## config.mk

```make
export PLATFORM = sky130hd
export DESIGN_NAME = pipeline_hazard_ctrl
export DESIGN_NICKNAME = d
export VERILOG_FILES = /design/src/rtl/pipeline_pkg.sv /design/src/rtl/pipeline_hazard_ctrl_detect.sv /design/src/rtl/pipeline_hazard_ctrl.sv
export SDC_FILE = /design/constraint.sdc
export NUM_CORES = 1
export LEC_CHECK = 0
export ABC_CLOCK_PERIOD_IN_PS = 1850
export CAP_MARGIN = 20
export CORE_AREA = 5 5 42 44
export CTS_CLUSTER_SIZE = 12
export DETAILED_ROUTE_END_ITERATION = 12
export DIE_AREA = 0 0 47 49
export GPL_TIMING_DRIVEN = 0
export HOLD_SLACK_MARGIN = 0.02
export PLACE_DENSITY_LB_ADDON = 0.12
export SLEW_MARGIN = 20
export SYNTH_ARGS = -nofsm -noshare
export SYNTH_HDL_FRONTEND = slang
export SYNTH_HIERARCHICAL = 1
export SYNTH_SLANG_ARGS = --single-unit
```

## constraint.sdc

```tcl
create_clock -name clock -period 1.85 [get_ports clock]
set_clock_uncertainty 0.2 [all_clocks]
set_input_delay 0.37 -clock clock [delete_from_list [all_inputs] [get_ports clock]]
set_output_delay 0.37 -clock clock [all_outputs]
set_load 0.02 [all_outputs]
```

## src/rtl/pipeline_pkg.sv

```systemverilog
// Shared pipeline definitions: opcodes, hazard FSM state encoding and counter width.
package pipeline_pkg;

  localparam logic [3:0] OP_NOP = 4'h0;
  localparam logic [3:0] OP_LD  = 4'h2;
  localparam logic [3:0] OP_MUL = 4'h6;
  localparam logic [3:0] OP_BEQ = 4'h8;

  localparam int CNT_W = 3;

  typedef enum logic [1:0] {
    ST_RUN        = 2'd0,
    ST_LOAD_STALL = 2'd1,
    ST_MUL_BUSY   = 2'd2
  } state_t;

endpackage

```

## src/rtl/pipeline_hazard_ctrl_detect.sv

```systemverilog
// Load-use compare between the ID sources and the EX load destination; purely combinational.
import pipeline_pkg::*;

module hazard_detect #(
  parameter int REG_ADDR_W = 3
) (
  input  logic [3:0]            id_opcode,
  input  logic [REG_ADDR_W-1:0] id_rs1,
  input  logic [REG_ADDR_W-1:0] id_rs2,
  input  logic                  id_uses_rs1,
  input  logic                  id_uses_rs2,
  input  logic [3:0]            ex_opcode,
  input  logic [REG_ADDR_W-1:0] ex_rd,
  output logic                  load_use
);

  logic rs1_hit;
  logic rs2_hit;

  assign rs1_hit = id_uses_rs1 && (id_rs1 == ex_rd);
  assign rs2_hit = id_uses_rs2 && (id_rs2 == ex_rd);

  // A bubble sitting in ID reads nothing, so it can never wait on a load.
  assign load_use = (ex_opcode == OP_LD) && (id_opcode != OP_NOP) && (rs1_hit || rs2_hit);

endmodule

```

## src/rtl/pipeline_hazard_ctrl.sv

```systemverilog
// Stall/flush sequencer for the 5-stage pipeline; outputs combinational from state, counter and inputs.
// Optional HAZARD_PERF_EN adds saturating stall/flush event counters.
import pipeline_pkg::*;

module pipeline_hazard_ctrl #(
  parameter int REG_ADDR_W = 3,
  parameter int LOAD_LAT   = 1,
  parameter int MUL_CYCLES = 4
) (
  input  logic                  clock,
  input  logic                  reset,
  input  logic [3:0]            id_opcode,
  input  logic [REG_ADDR_W-1:0] id_rs1,
  input  logic [REG_ADDR_W-1:0] id_rs2,
  input  logic                  id_uses_rs1,
  input  logic                  id_uses_rs2,
  input  logic [3:0]            ex_opcode,
  input  logic [REG_ADDR_W-1:0] ex_rd,
  input  logic                  branch_taken,
  output logic                  pc_write,
  output logic                  if_id_write,
  output logic                  if_id_flush,
  output logic                  id_ex_write,
  output logic                  id_ex_bubble,
  output logic                  ex_mem_bubble,
  output logic [1:0]            ctrl_state
`ifdef HAZARD_PERF_EN
  ,
  output logic [15:0]           stall_count,
  output logic [15:0]           flush_count
`endif
);

  localparam logic [CNT_W-1:0] MUL_INIT  = CNT_W'(MUL_CYCLES - 2);
  localparam logic [CNT_W-1:0] LOAD_INIT = CNT_W'((LOAD_LAT > 1) ? (LOAD_LAT - 2) : 0);

  state_t           state;
  state_t           state_nxt;
  logic [CNT_W-1:0] cnt;
  logic [CNT_W-1:0] cnt_nxt;
  logic             load_use;
  logic             mul_start;

  hazard_detect #(
    .REG_ADDR_W (REG_ADDR_W)
  ) u_detect (
    .id_opcode   (id_opcode),
    .id_rs1      (id_rs1),
    .id_rs2      (id_rs2),
    .id_uses_rs1 (id_uses_rs1),
    .id_uses_rs2 (id_uses_rs2),
    .ex_opcode   (ex_opcode),
    .ex_rd       (ex_rd),
    .load_use    (load_use)
  );

  assign mul_start = (ex_opcode == OP_MUL);

  always_ff @(posedge clock) begin
    if (reset) begin
      state <= ST_RUN;
      cnt   <= '0;
    end else begin
      state <= state_nxt;
      cnt   <= cnt_nxt;
    end
  end

  always_comb begin
    state_nxt = state;
    cnt_nxt   = cnt;
    case (state)
      ST_LOAD_STALL, ST_MUL_BUSY: begin
        if (cnt == '0) state_nxt = ST_RUN;
        else           cnt_nxt   = cnt - CNT_W'(1);
      end
      default: begin
        // Unused encoding 3 falls back into RUN here.
        state_nxt = ST_RUN;
        if (branch_taken) begin
          state_nxt = ST_RUN;
        end else if (mul_start) begin
          state_nxt = ST_MUL_BUSY;
          cnt_nxt   = MUL_INIT;
        end else if (load_use && (LOAD_LAT > 1)) begin
          state_nxt = ST_LOAD_STALL;
          cnt_nxt   = LOAD_INIT;
        end
      end
    endcase
  end

  always_comb begin
    pc_write      = 1'b1;
    if_id_write   = 1'b1;
    if_id_flush   = 1'b0;
    id_ex_write   = 1'b1;
    id_ex_bubble  = 1'b0;
    ex_mem_bubble = 1'b0;
    case (state)
      ST_LOAD_STALL: begin
        pc_write     = 1'b0;
        if_id_write  = 1'b0;
        id_ex_bubble = 1'b1;
      end
      ST_MUL_BUSY: begin
        pc_write      = 1'b0;
        if_id_write   = 1'b0;
        id_ex_write   = 1'b0;
        // Final MUL cycle lets the product through to EX/MEM.
        ex_mem_bubble = (cnt != '0);
      end
      default: begin
        if (branch_taken) begin
          if_id_flush  = 1'b1;
          id_ex_bubble = 1'b1;
        end else if (mul_start) begin
          pc_write      = 1'b0;
          if_id_write   = 1'b0;
          id_ex_write   = 1'b0;
          ex_mem_bubble = 1'b1;
        end else if (load_use) begin
          pc_write     = 1'b0;
          if_id_write  = 1'b0;
          id_ex_bubble = 1'b1;
        end
      end
    endcase
  end

  assign ctrl_state = state;

`ifdef HAZARD_PERF_EN
  always_ff @(posedge clock) begin
    if (reset) begin
      stall_count <= '0;
      flush_count <= '0;
    end else begin
      if (!pc_write && (stall_count != 16'hFFFF)) stall_count <= stall_count + 16'd1;
      if (if_id_flush && (flush_count != 16'hFFFF)) flush_count <= flush_count + 16'd1;
    end
  end
`endif

endmodule

```

=== Yosys cells after proc, flatten, opt, wreduce, memory -nomap -nowiden ===
Cells that the tools add are included.

* Flip-flop bits (word level): 5
* Input port bits: 22
* Output and inout bits: 8
* Logic and storage cells: 47

* Add/sub/neg operators: 1
* Equal/unequal tests: 9
* Mux-type cells: 24
* Reductions and logical operators: 11

{| class="wikitable"
|+ Operator list
! kind !! number
|-
| $mux 1 || 13
|-
| $mux 3 || 4
|-
| $mux 2 || 4
|-
| $eq 3x3->1 || 2
|-
| $pmux 1 s2 || 3
|-
| $eq 4x2->1 const B || 1
|-
| $eq 4x3->1 const B || 1
|-
| $logic_and 1x1->1 || 4
|-
| $ne 2x2->1 const B || 2
|-
| $reduce_bool 4->1 || 1
|-
| $logic_not 3->1 || 1
|-
| $reduce_and 3->1 || 1
|-
| $reduce_bool 3->1 || 1
|-
| $sub 3x1->3 const B || 1
|-
| $eq 2x1->1 const B || 1
|-
| $eq 2x2->1 const B || 1
|-
| $ne 2x1->1 const B || 1
|-
| $reduce_bool 2->1 || 1
|-
| $reduce_or 2->1 || 1
|-
| $logic_or 1x1->1 || 1
|}

=== Logic depth before layout (Yosys ltp) ===
* Depth after elaboration: 8
* Gate-level depth with buffers: 5
* Gate-level depth less buffers: 5

=== Cells and area by module ===
Netlist, hierarchy kept.

{| class="wikitable"
|+ Modules (own cells, without submodules)
! module !! times used !! cells an instance !! area each (µm²) !! seq. area each (µm²)
|-
| pipeline_hazard_ctrl || 1 || 35 || 345.3 || 80.1
|-
| hazard_detect || 1 || 11 || 93.8 || 0.0
|}

=== Least setup slack after synthesis ===
OpenSTA, ideal clock, no wires.

* Kind: input port to output port
* Start: input port ex_opcode[1]
* End: output port pc_write
* Arrival: 1701 ps
* Data required time: 1280 ps
* Slack: -421 ps
* Stages: 4
* Buffers on the path: 1
* Cell sequence: nor3b_4 a31oi_4 a21boi_0 buf_4

* Longest elaborated chain between the ends: 7
* Elaborated cells between the ends (all ways): 8
* Those cells by class: eq/ne (2); mux (4); reduce/logical (2)

{| class="wikitable"
|+ Ends and longest elaborated chain
! item !! line !! text
|-
| start: declaration || pipeline_hazard_ctrl.sv:17 || <nowiki>input logic [3:0] ex_opcode,</nowiki>
|-
| $eq 4x2->1 || pipeline_hazard_ctrl_detect.sv:24 || <nowiki>assign load_use = (ex_opcode == OP_LD) && (id_opcode != OP_NOP) && (rs1_hit || rs2_hit);</nowiki>
|-
| $logic_and 1x1->1 (2 in series) || pipeline_hazard_ctrl_detect.sv:24 ||
|-
| $mux 1 || -- ||
|-
| $mux 1 * (3 in series) || -- ||
|-
| end: declaration || pipeline_hazard_ctrl.sv:20 || <nowiki>output logic pc_write,</nowiki>
|}

Mark *: on every way between the ends. The rest lies on a longest branch, timed or not.

=== Worst setup path after layout ===
* Start: input port id_opcode[0]
* End: output port pc_write

* Longest elaborated chain between the ends: 7

{| class="wikitable"
|+ Ends and longest elaborated chain
! item !! line !! text
|-
| start: declaration || pipeline_hazard_ctrl.sv:12 || <nowiki>input logic [3:0] id_opcode,</nowiki>
|-
| $reduce_bool 4->1 || pipeline_hazard_ctrl_detect.sv:24 ||
|-
| $logic_and 1x1->1 (2 in series) || pipeline_hazard_ctrl_detect.sv:24 ||
|-
| via load_use || pipeline_hazard_ctrl.sv:41 || <nowiki>logic load_use;</nowiki>
|-
| $mux 1 || pipeline_hazard_ctrl.sv:122 || <nowiki>end else if (load_use) begin</nowiki>
|-
| $mux 1 || pipeline_hazard_ctrl.sv:117 || <nowiki>end else if (mul_start) begin</nowiki>
|-
| $mux 1 || pipeline_hazard_ctrl.sv:114 || <nowiki>if (branch_taken) begin</nowiki>
|-
| $mux 1 || pipeline_hazard_ctrl.sv:100 || <nowiki>case (state)</nowiki>
|}

The timed path passes the listed nets, and every way through them passes these cells.

==> metrics.md <==
| Metric | Value |
|---|---|
| Class of the worst hold path | flop to flop |
| Starting Density | 31.3% |
| Distinct cells, synth | 27 |
| Final period util | 106% |
| Post-synthesis sequential area ratio | 18.2% |
| Area growth from synthesis to layout | 89.5% |
| HPWL Detailed | 991 um |
| Layout cell share with drive strength beyond 1 | 57.3% |
| Most common cell after layout, fill and taps aside | buf_4 |
| DIE AREA | 0.00230 mm2 |
| Initial antenna violation count | 0 |
| CTS H-tree lvls | 1 |
| CTS Sinks | 4 |
| Largest net degree at the start of global routing | 11 |
| Nets | 108 |
| Termination of the worst setup path | pc_write |
| Worst r2r path cells | 6 |
| Final hold violation count | 0 |
| Syn Nets | 70 |
| Peak supply drop | 0.301 mV |
| RSZ-0062 raised after global routing | true |
| Grt total ovfl | 0 |
| R2R Setup Slk | 0.45 ns |
| Tot Pwr | 0.317 mW |
| Cell total after placement | 90 |
| WS Path Type | input port to primary output |
| Area post-placement | 754 um2 |
| Min Tclk post-route | 1.96 ns |
| R2r startpoint | cnt[0] |
| Final Cell Area | 832 um2 |
| Core area | 0.00140 mm2 |
| Main synth FF type | dfxtp_1 |
| Mapped Cells | 46 |
| Fmax | 510 MHz |
| Vias in the first global route | 426 |
| Startpoint Class | input port |
| Endpoint class of the critical path | primary output |
| DR DRC count | 0 |
| Final WS setup | -0.113 ns |
| Finished Core Util | 59.4% |
| Routability congestion estimate | 0.786 |
| CTS tree | yes |
| Layout Cells excl Fill | 98 |
| Avg Inst Size Synth | 9.55 um2 |
| Final setup vio count | 3 |
| Cell area after synthesis | 439 um2 |
| PortBufs | 28 |
| Via density per instance | 4.69 |
| Total Neg Setup Slack | -0.278 ns |
| CTS Buf Count | 3 |
| Clock tree buffer depth | 2 |
| First drt pass iteration count | 2 |
| Final Max Slew Viols | 0 |
| Fill cells | 137 |
| Failing checks | setup timing |
| WL per Instance | 12.3 um |
| IO Pins | 30 |
| First-pass GRT wire length | 1.78 mm |
| Worst skew pair latency | 0.23 ns |
| Drt total wl | 1.21 mm |
| Crit path from | id_opcode[0] |
| Status | complete, but fails checks |
| Max cap viols | 0 |
| Antenna-violating nets left | 0 |
| Register bit count reported by yosys | 4 |
| Required @ worst endpoint | 1.28 ns |
| DIE HEIGHT | 49 um |
| Asr flop ratio synth | 0% |
| Final hold slack | 0.404 ns |
| Clk pin slew, worst setup/hold paths | 0.04 ns |
| Crit Reg-Reg Endpoint | cnt[0] |
| Initial DRC count | 2 |
| Die X | 47 um |
| CTS root buf | clkbuf_4 |
| Global-route total usage across every layer | 10.5% |
| Number of synthesis warnings | 6 |
| Vias | 460 |
| Diodes inserted | 0 |
| Post-place setup slack | -1.09 ns |
| P_leak | 0.376 nW |
| CP max FO | 2 |
| Number of flops mapped to enable cells by yosys | 0 |
| Arrival @ worst endpoint | 1.39 ns |
| Pwr Density | 381 mW/mm2 |
| Rows | 14 |
| Commonest non-fill, non-tap cells in the layout | buf_4 (7), clkdlybuf4s15_1 (6), buf_2 (6), buf_6 (5) |
==> sequential cells by signal, indices dropped and copies added, names as in the netlist <==
name	count
cnt	3
ctrl_state	1
==> where the power goes <==
part           switching, mW  internal [mW]  total, mW  leakage [nW]
clock network         0.0315         0.0722      0.104        0.0138
registers           0.000704         0.0880     0.0887        0.0328
logic                 0.0531         0.0714      0.125         0.330
total                 0.0853          0.232      0.317         0.376
==> synth_stat cells, types with 2 or more instances <==
cell	number	area, um2
nor2_1	2	7.51
inv_1	4	15.0
nand4_1	2	12.5
a21oi_1	2	10.0
o22ai_1	2	12.5
xnor2_1	7	61.3
ha_1	2	25.0
dfxtp_1	4	80.1
nand2b_1	2	12.5
buf_4	2	15.0
==> cells by family after synthesis <==
group	count (synthesis)	share of synthesized area (%)
adder cells (fa/ha/maj)	2	5.70
flip-flops	4	18.2
buffers and inverters	7	9.40
AO/OA/AOI/OAI	11	25.1
multiplexers	1	2.28
AND/OR/NAND/NOR	13	24.5
XOR/XNOR	7	14.0
other	1	0.854
==> routing by layer <==
layer  global-route usage, %  up-vias  part of all wire, %
li1                        -      237                    -
met1                    14.3      200                   44
met2                    14.3       19                   45
met3                    3.32        4                  8.0
met4                    5.53        0                  2.2
met5                       0        -                    0
==> cell type report <==
cell class	instances	area (um2)	area share, %
Multi-Input combinational cell	35	393	47.2
Timing Repair Buffer	33	270	32.5
Sequential cell	4	81.3	9.77
Buffer	3	30.0	3.61
Clock buffer	3	22.5	2.71
Tap cell	16	20.0	2.41
Inverter	4	15.0	1.80
==> timing repair <==
item,in CTS,in global routing
gates resized for setup,84,14
buffers inserted,4,2
pin swaps,15,9
setup endpoints to repair,6,5
hold buffers,0,0
==> worst min-delay path by stage <==
stage	slack (ns)	end	from	cells past startpoint
final	0.40	cnt[0]	cnt[0]	3
after global routing	0.42	cnt[2]	ex_opcode[2]	3
after CTS	0.40	cnt[0]	ex_opcode[2]	3
after floorplan	0.23	ctrl_state[1]	reset	1
after global placement	0.41	ctrl_state[1]	ctrl_state[1]	2
after detailed placement	0.41	cnt[2]	cnt[2]	2
==> critical path: stages <==
cell and delay (ns):
clkdlybuf4s15_1 0.17, o41ai_2 0.36, a21oi_2 0.10, a21boi_4 0.18, buf_6 0.11, buf_6 0.10
Power figures use the tool's default switching activity.
